--- src/rtl/cpu_pkg.sv ---
// Shared definitions for the 16-bit CPU sequencer.
//   - seq_state_t : sequencer FSM states
//   - OP_*        : 3-bit opcodes held in instruction[15:13]
//   - INSTR_W/PC_W: instruction and program-counter widths
package cpu_pkg;

  localparam int INSTR_W = 16;
  localparam int PC_W    = 13;

  typedef enum logic [2:0] {
    S_IDLE      = 3'd0,
    S_FETCH     = 3'd1,
    S_DECODE    = 3'd2,
    S_EXECUTE   = 3'd3,
    S_MEM       = 3'd4,
    S_WRITEBACK = 3'd5,
    S_HALTED    = 3'd6
  } seq_state_t;

  localparam logic [2:0] OP_AND   = 3'b000;
  localparam logic [2:0] OP_OR    = 3'b001;
  localparam logic [2:0] OP_ADD   = 3'b010;
  localparam logic [2:0] OP_SUB   = 3'b011;
  localparam logic [2:0] OP_LOAD  = 3'b100;
  localparam logic [2:0] OP_STORE = 3'b101;
  localparam logic [2:0] OP_JUMP  = 3'b110;
  localparam logic [2:0] OP_BLT   = 3'b111;

  function automatic logic [2:0] opcode_of(input logic [INSTR_W-1:0] instr);
    return instr[15:13];
  endfunction

endpackage

--- src/rtl/handshake_timer.sv ---
// Wait counter for one req/ack handshake, shared by instruction fetch and
// data access.
//   i_clk, i_reset : clock and synchronous active-high reset
//   i_active       : a request is outstanding this cycle
//   i_ack          : acknowledge for the outstanding request
//   o_expired      : this is the last allowed wait cycle and no ack arrived
module handshake_timer #(
  parameter int TIMEOUT_CYCLES = 16
) (
  input  logic i_clk,
  input  logic i_reset,
  input  logic i_active,
  input  logic i_ack,
  output logic o_expired
);

  localparam int CW = (TIMEOUT_CYCLES > 1) ? $clog2(TIMEOUT_CYCLES) : 1;
  localparam logic [CW-1:0] LAST = CW'(TIMEOUT_CYCLES - 1);

  logic [CW-1:0] r_count;

  // The count equals the number of completed wait cycles, so it is zero in
  // the first request cycle. Leaving the wait (inactive or ack) clears it,
  // which gives every new FETCH/MEM a fresh budget.
  always_ff @(posedge i_clk) begin
    if (i_reset || !i_active || i_ack) begin
      r_count <= '0;
    end else if (r_count != LAST) begin
      r_count <= r_count + CW'(1);
    end
  end

  // An ack in the final allowed cycle still wins over the timeout.
  assign o_expired = i_active && !i_ack && (r_count == LAST);

endmodule

--- src/rtl/cpu_sequencer.sv ---
// Multi-cycle fetch/decode/execute sequencer for the 16-bit CPU. Owns the
// program counter and instruction register, runs the memory handshakes and
// gates the decoder strobes so each fires once in the right phase.
//   clk, reset            : clock, synchronous active-high reset
//   run, halt_req         : start from IDLE / stop at next instruction boundary
//   imem_req/ack, instr_rdata : instruction fetch handshake at address pc
//   dmem_req/we/ack       : data access handshake (LOAD/STORE)
//   dec_*                 : combinational decoder strobes and jump target
//   pc, instruction       : program counter, instruction register
//   reg_write_commit      : gated register-file write enable
//   busy, halted, bus_error, retired_count : status
//   dbg_state             : current FSM state
//
// Handshake: a req stays high from the first cycle of FETCH/MEM until the
// cycle in which its ack is sampled high at the rising edge; that edge
// completes the transfer (instr_rdata is captured on it) and req is low in
// the following cycle. An ack while the matching req is low has no effect.
module cpu_sequencer
  import cpu_pkg::*;
#(
  parameter logic [PC_W-1:0] RESET_PC       = 13'd0,
  parameter int              TIMEOUT_CYCLES = 16,
  parameter int              COUNT_WIDTH    = 16
) (
  input  logic                   clk,
  input  logic                   reset,
  input  logic                   run,
  input  logic                   halt_req,
  output logic                   imem_req,
  input  logic                   imem_ack,
  input  logic [INSTR_W-1:0]     instr_rdata,
  output logic                   dmem_req,
  output logic                   dmem_we,
  input  logic                   dmem_ack,
  input  logic                   dec_reg_write_enable,
  input  logic                   dec_pc_load,
  input  logic [PC_W-1:0]        dec_jump_address,
  output logic [PC_W-1:0]        pc,
  output logic [INSTR_W-1:0]     instruction,
  output logic                   reg_write_commit,
  output logic                   busy,
  output logic                   halted,
  output logic                   bus_error,
  output logic [COUNT_WIDTH-1:0] retired_count,
  output seq_state_t             dbg_state
);

  seq_state_t             r_state;
  seq_state_t             w_next;
  logic [PC_W-1:0]        r_pc;
  logic [INSTR_W-1:0]     r_instr;
  logic [COUNT_WIDTH-1:0] r_retired;
  logic                   r_bus_error;

  logic       w_ir_load;
  logic       w_pc_inc;
  logic       w_pc_jump;
  logic       w_pc_reset;
  logic       w_retire;
  logic       w_set_err;
  logic       w_active;
  logic       w_ack;
  logic       w_expired;
  logic [2:0] w_opcode;
  seq_state_t w_boundary;

  assign w_opcode   = opcode_of(r_instr);
  assign w_boundary = halt_req ? S_HALTED : S_FETCH;
  assign w_active   = (r_state == S_FETCH) || (r_state == S_MEM);
  assign w_ack      = (r_state == S_FETCH) ? imem_ack : dmem_ack;

  handshake_timer #(
    .TIMEOUT_CYCLES(TIMEOUT_CYCLES)
  ) u_timer (
    .i_clk    (clk),
    .i_reset  (reset),
    .i_active (w_active),
    .i_ack    (w_ack),
    .o_expired(w_expired)
  );

  always_ff @(posedge clk) begin
    if (reset) begin
      r_state <= S_IDLE;
    end else begin
      r_state <= w_next;
    end
  end

  always_comb begin
    w_next           = r_state;
    imem_req         = 1'b0;
    dmem_req         = 1'b0;
    dmem_we          = 1'b0;
    reg_write_commit = 1'b0;
    w_ir_load        = 1'b0;
    w_pc_inc         = 1'b0;
    w_pc_jump        = 1'b0;
    w_pc_reset       = 1'b0;
    w_retire         = 1'b0;
    w_set_err        = 1'b0;
    case (r_state)
      S_IDLE: begin
        if (run) begin
          w_pc_reset = 1'b1;
          w_next     = S_FETCH;
        end
      end
      S_FETCH: begin
        imem_req = 1'b1;
        if (imem_ack) begin
          w_ir_load = 1'b1;
          w_next    = S_DECODE;
        end else if (w_expired) begin
          w_set_err = 1'b1;
          w_next    = S_HALTED;
        end
      end
      S_DECODE: begin
        w_next = S_EXECUTE;
      end
      S_EXECUTE: begin
        case (w_opcode)
          OP_LOAD, OP_STORE: w_next = S_MEM;
          OP_JUMP, OP_BLT: begin
            // dec_pc_load already folds in the BLT flag; it is only
            // consulted here, in the one EXECUTE cycle.
            w_pc_jump = dec_pc_load;
            w_pc_inc  = !dec_pc_load;
            w_retire  = 1'b1;
            w_next    = w_boundary;
          end
          default: w_next = S_WRITEBACK;
        endcase
      end
      S_MEM: begin
        dmem_req = 1'b1;
        dmem_we  = (w_opcode == OP_STORE);
        if (dmem_ack) begin
          if (w_opcode == OP_STORE) begin
            w_pc_inc = 1'b1;
            w_retire = 1'b1;
            w_next   = w_boundary;
          end else begin
            w_next = S_WRITEBACK;
          end
        end else if (w_expired) begin
          w_set_err = 1'b1;
          w_next    = S_HALTED;
        end
      end
      S_WRITEBACK: begin
        reg_write_commit = dec_reg_write_enable;
        w_pc_inc         = 1'b1;
        w_retire         = 1'b1;
        w_next           = w_boundary;
      end
      S_HALTED: begin
        w_next = S_HALTED;
      end
      default: begin
        w_next = S_IDLE;
      end
    endcase
  end

  always_ff @(posedge clk) begin
    if (reset) begin
      r_pc        <= RESET_PC;
      r_instr     <= '0;
      r_retired   <= '0;
      r_bus_error <= 1'b0;
    end else begin
      if (w_pc_reset) begin
        r_pc <= RESET_PC;
      end else if (w_pc_jump) begin
        r_pc <= dec_jump_address;
      end else if (w_pc_inc) begin
        r_pc <= r_pc + PC_W'(1);  // wraps 8191 -> 0
      end
      if (w_ir_load) begin
        r_instr <= instr_rdata;
      end
      if (w_retire) begin
        r_retired <= r_retired + COUNT_WIDTH'(1);
      end
      if (w_set_err) begin
        r_bus_error <= 1'b1;
      end
    end
  end

  assign pc            = r_pc;
  assign instruction   = r_instr;
  assign retired_count = r_retired;
  assign bus_error     = r_bus_error;
  assign busy          = (r_state != S_IDLE) && (r_state != S_HALTED);
  assign halted        = (r_state == S_HALTED);
  assign dbg_state     = r_state;

endmodule

--- config.mk ---
export PLATFORM = sky130hd
export DESIGN_NAME = cpu_sequencer
export DESIGN_NICKNAME = d
export VERILOG_FILES = /design/src/rtl/cpu_pkg.sv /design/src/rtl/handshake_timer.sv /design/src/rtl/cpu_sequencer.sv
export SDC_FILE = /design/constraint.sdc
export NUM_CORES = 1
export LEC_CHECK = 0
export BUFFER_PORTS_ARGS = -buffer_cell sky130_fd_sc_hd__buf_2
export CORE_UTILIZATION = 25
export CTS_BUF_LIST = sky130_fd_sc_hd__clkbuf_16
export DETAILED_ROUTE_END_ITERATION = 12
export GPL_TIMING_DRIVEN = 0
export PLACE_DENSITY = 0.43
export SLEW_MARGIN = 15
export SYNTH_ARGS = -nofsm -noshare
export SYNTH_HDL_FRONTEND = slang
export SYNTH_SLANG_ARGS = --single-unit
--- constraint.sdc ---
create_clock -name clk -period 3.92 [get_ports clk]
set_clock_uncertainty 0.05 [all_clocks]
set_input_delay 0.196 -clock clk [delete_from_list [all_inputs] [get_ports clk]]
set_output_delay 0.196 -clock clk [all_outputs]
set_load 0.02 [all_outputs]
# After elaboration in Yosys (flattened, before gate mapping)
# Cells that the tools add are included.
# totals
output_inout_bits,55
elab_cells,69
inputBits,37
regBits,53
# op_classes
n_addsub,3
eq_ne,14
reduce_logical,15
muxes,31
# ops
op,count
13-bit two-way mux,2
3-bit equality test (second input constant),7
3-bit one-hot mux with 7 select lines,1
1-bit two-way mux,18
3-bit two-way mux,6
16-bit by 1-bit adder with 16-bit output (second input constant),1
13-bit by 1-bit adder with 13-bit output (second input constant),1
3-bit by 2-bit equality test with 1-bit output (second input constant),2
1-bit one-hot mux with 3 select lines,2
3-bit one-hot mux with 2 select lines,1
2-bit OR reduction,3
4-bit by 1-bit adder with 4-bit output (second input constant),1
4-bit equality test (second input constant),1
4-bit inequality test (second input constant),1
3-bit by 1-bit equality test with 1-bit output (second input constant),1
1-bit logical AND,3
1-bit zero test,3
3-bit zero test,1
1-bit logical OR,3
3-bit inequality test (second input constant),1
3-bit nonzero test,1
2-bit inequality test (second input constant),1
1-bit one-hot mux with 2 select lines,1
2-bit nonzero test,1

# Depth between registers and ports, before layout
# depth
word_depth,8
ltp_mapped,8
depth_no_buf,6

# By module
# A second synthesis with hierarchy kept.
# unflattened
hier_cells,337
hier_area_um2,2692.6
# modules_own_cells
module,area_per_inst_um2,n_inst,seq_area_each_um2,cells_per_inst
cpu_sequencer,2468.6,1,980.9,317
handshake_timer,224.0,1,80.1,20

# Worst setup path after synthesis
# No wires, ideal clock.
# synth_timing
kind,flip-flop to flip-flop
startpoint,register r_state[0] (netlist: dbg_state[0])
endpoint,register r_instr[4] (netlist: instruction[4])
synth_period_minus_slack_ns,1.881
path_stages_with_launch,9
n_path_buf,3
slack_ns,2.039
t_arrival_ns,1.760
setup_ns,0.071
t_required_ns,3.799
path_cell_list,dfxtp_1 buf_2 and2b_1 and2b_1 and2_1 clkbuf_1 buf_2 nand2_1 a21oi_1
# synth_between
elab_chain_len,2
# synth_rtl
element,line,text
from (decl),cpu_sequencer.sv:48,seq_state_t r_state;
from (signal assigned),cpu_sequencer.sv:86,r_state <= w_next;
3-bit by 1-bit equality test with 1-bit output,cpu_sequencer.sv:102,case (r_state)
1-bit two-way mux,cpu_sequencer.sv:102,
to (signal assigned),cpu_sequencer.sv:182,r_instr <= instr_rdata;
to (decl),cpu_sequencer.sv:51,logic [INSTR_W-1:0] r_instr;
# No other way between the ends.
# A chain may end at the register's enable or synchronous reset.

# Worst setup path in the final report
# layout_timing
startpoint,register r_state[2] (netlist: dbg_state[2])
endpoint,register r_retired[15] (netlist: retired_count[15])
# layout_between
elab_chain_len,2
# layout_rtl
element,line,text
3-bit equality test / 3-bit by 2-bit equality test with 1-bit output (equally long branches),cpu_sequencer.sv:102,
1-bit one-hot mux with 3 select lines (*),cpu_sequencer.sv:102,
to (signal assigned),cpu_sequencer.sv:185,r_retired <= r_retired + COUNT_WIDTH'(1);
to (decl),cpu_sequencer.sv:52,logic [COUNT_WIDTH-1:0] r_retired;
# Every way passes the cells marked *; elsewhere a longest branch is shown, timed or not.

==> impl_metrics.toml <==
[status]
status = "finished, final reports clean"

[floorplan]
start_util = 0.2588
die-area_um2 = 11100
die_x_um = 105.4
core_area_um2 = 10320
num_rows = 37
ioPinCount = 92
die_h_um = 105.4

[clock_tree]
cts_setup_buffers = 0
clock_latency_ns = 0.29
hold_buffers = 0
cts.sinks = 53
cts_tree = "yes"
ctsResizeCount = 0
cts_buffers = 5
cts_max_path_buffers = 2
clk_pin_slew_ns = 0.07
cts-root-buf = "clkbuf_16"
htree_levels = 2

[logic_synthesis]
syn_avg_cell_area_um2 = 7.950
ys_seq_area_frac = 0.3972
synth_edf_count = 0
synth_seq_cells = 53
ys_types = 50
async_flop_share = 0
syn_inst = 336
syn_area_um2 = 2671
yosys.area.top_type_share = 0.3972
yosys_warnings = 0
syn_nets = 376
synth.area.top_cells = "dfxtp_1, nand2_1, a21oi_1, nor2_1, xnor2_1"
synth_ff_type = "dfxtp_1"
yosysTopAreaCell = "dfxtp_1"

[pwr]
p_leak_nw = 1.464
power_mw = 1.235
peakVddDrop_mv = 0.2480
power_density_nw_per_um2 = 354.0

[setup_path]
arrival_ns = 2.24
crit_type = "reg2reg"
worstPathCellList = "nand2b_1 -> nor4_2 -> nor2_1 -> nor3_1 -> mux2_2"
crit_fanout = 9
critPathTopFamily = "simple AND/OR/NAND/NOR gates"
path_depth = 5
required_ns = 4.05
slowest_delay_ns = 0.68
start_kind = "flop"
rr_endpoint = "retired_count[15]"
rrSetupSlack_ns = 1.81
rr_startpoint = "dbg_state[2]"
cp_slowest_cell = "nor4_2"
endpoint_kind = "flop"
path_buf_inv = 0
rr_worst_depth = 5

[global_routing]
grt_pass1_vias = 2581
antenna_found_initial = 0
grt-ovfl-total = 0
grt_max_degree = 17
grtUsageTotal = 0.1437
grt_pass1_wl_um = 12980

[route]
vias = 2660
top_layer_used = "met4"
met2WireLength_um = 3483
drt-met1-wl_um = 3726
antenna_left = 0
first_iter_violations = 63
drt-vias-per-instance = 4.658
drtPass1Iterations = 4
wl_per_cell_um = 13.47
drt-total-wl_um = 7690
route.met3.wl_um = 421
drcViolationCount = 0

[layout]
utilization = 0.3378
areaGrowthSynthToFinish_pct = 30.54
n_fill_cell = 1146
antennaDiodeCount = 0
layout.nets = 474
fin_cells = 571
drive_gt1_frac = 0.2644

[sta]
tightest_slew_ns = 0.7242
final-setup-viol-count = 0
fmax_ghz = 0.4732
period_share = 0.5391
rsz0062_at_grt = "no"
slew_viol_final = 0
relSlewSlack = 0.5132
whs_ns = 0.09017
period_needed_ns = 2.113
finalHoldViolations = 0
setup-tns-final_ns = 0

[hold_path]
worstHoldPathCells = 3
whs_endpoint = "instruction[4]"
hp-start = "instr_rdata[4]"
min_path_type = "in2reg"

[place]
place_hpwl_um = 5796
gp_congestion = 0.7876
portBuffers = 91
dp.cells = 563

[run]
drv_cap = 0
==> metrics by stage <==
stage	worst slack [ns]	instance area (um2)
3_3_place_gp	1.760	3297
5_1_grt	1.629	3487
6_report	1.807	3487
3_5_place_dp	1.765	3297
4_1_cts	1.746	3487
2_1_floorplan	2.039	2671
==> worst reg2reg max path, delay by kind of cell (launching register included) <==
kind          cells  cell delay, ns
mux               1            0.35
flops             1            0.50
simple gates      4            1.11
==> placed cells by master (no fill, tap or decap), types with 2 or more instances in the layout <==
cell type	n
nand2_1	58
ha_1	3
nor3b_1	3
and2_1	5
buf_2	98
nor3_1	7
and3_1	6
a22oi_1	2
a21oi_1	34
and2b_1	2
and4_1	2
dfxtp_1	53
o2111ai_1	2
o21ai_0	11
xor2_1	3
a31oi_1	2
clkbuf_16	5
nor2b_1	4
a32o_1	4
a21o_1	2
inv_1	4
nand2b_1	2
o22ai_1	2
a211oi_1	7
nor2_1	35
clkbuf_1	12
o211ai_1	3
bufinv_16	2
o31ai_1	5
mux2_2	2
nand3_1	10
xnor2_1	13
or3_1	6
nand4_1	7
==> metal layers <==
layer	global-route usage	vias to the layer above
met1	0.1954	1195
met2	0.2321	73
met5	0	-
met4	0.02918	0
li1	-	1388
met3	0.03216	4
==> registers in the layout, summed over array words and instances (netlist names) <==
register	cells
retired_count	16
instruction	16
bus_error	1
u_timer.r_count	4
dbg_state	3
pc	13
==> area by class of cell <==
| type | instances | area (um2) | share of cell area |
|---|---|---|---|
| Multi-Input combinational cell | 259 | 1504 | 0.4313 |
| Sequential cell | 53 | 1061 | 0.3043 |
| Timing Repair Buffer | 91 | 455.4 | 0.1306 |
| Tap cell | 136 | 170.2 | 0.04880 |
| Clock buffer | 5 | 125.1 | 0.03588 |
| Buffer | 20 | 91.34 | 0.02619 |
| Clock inverter | 3 | 65.06 | 0.01866 |
| Inverter | 4 | 15.01 | 0.004306 |
==> power by group <==
group | switching (mW) | total, mW | internal (mW)
Combinational | 0.0684 | 0.109 | 0.0403
Sequential | 0.00746 | 0.555 | 0.548
Clock | 0.205 | 0.570 | 0.365
Total | 0.281 | 1.23 | 0.953
==> cell usage after synthesis, drive strengths merged (3+ instances only) <==
cell type   n
nand2      58
dfxtp      53
nor2       35
a21oi      34
xnor2      13
clkbuf     12
o21ai      12
nand3      11
buf         8
nand4       8
a211oi      7
nor3        7
and3        6
or3         6
and2        5
o31ai       5
a32o        4
inv         4
nor2b       4
and2b       3
ha          3
nor3b       3
o211ai      3
xor2        3
==> kinds of logic (layout without fill, tap and decap cells) <==
kind of cell / Yosys count / count (layout) / share of synthesized area
buf+inv: 24 / 123 / 0.03981
compound gates: 81 / 81 / 0.1995
fa+ha+maj: 3 / 3 / 0.01405
simple gates: 156 / 156 / 0.2848
flops: 53 / 53 / 0.3972
xor+xnor: 16 / 16 / 0.05246
mux: 3 / 3 / 0.01218
==> worst max-delay path by stage <==
stage | start | end | slack [ns]
floorplan | dbg_state[0] | instruction[4] | 2.04
global placement | dbg_state[2] | retired_count[15] | 1.76
detailed placement | dbg_state[2] | retired_count[15] | 1.77
CTS | dbg_state[2] | retired_count[15] | 1.75
global route | dbg_state[2] | retired_count[15] | 1.63
finish | dbg_state[2] | retired_count[15] | 1.81
(Power assumes the default switching activity.)
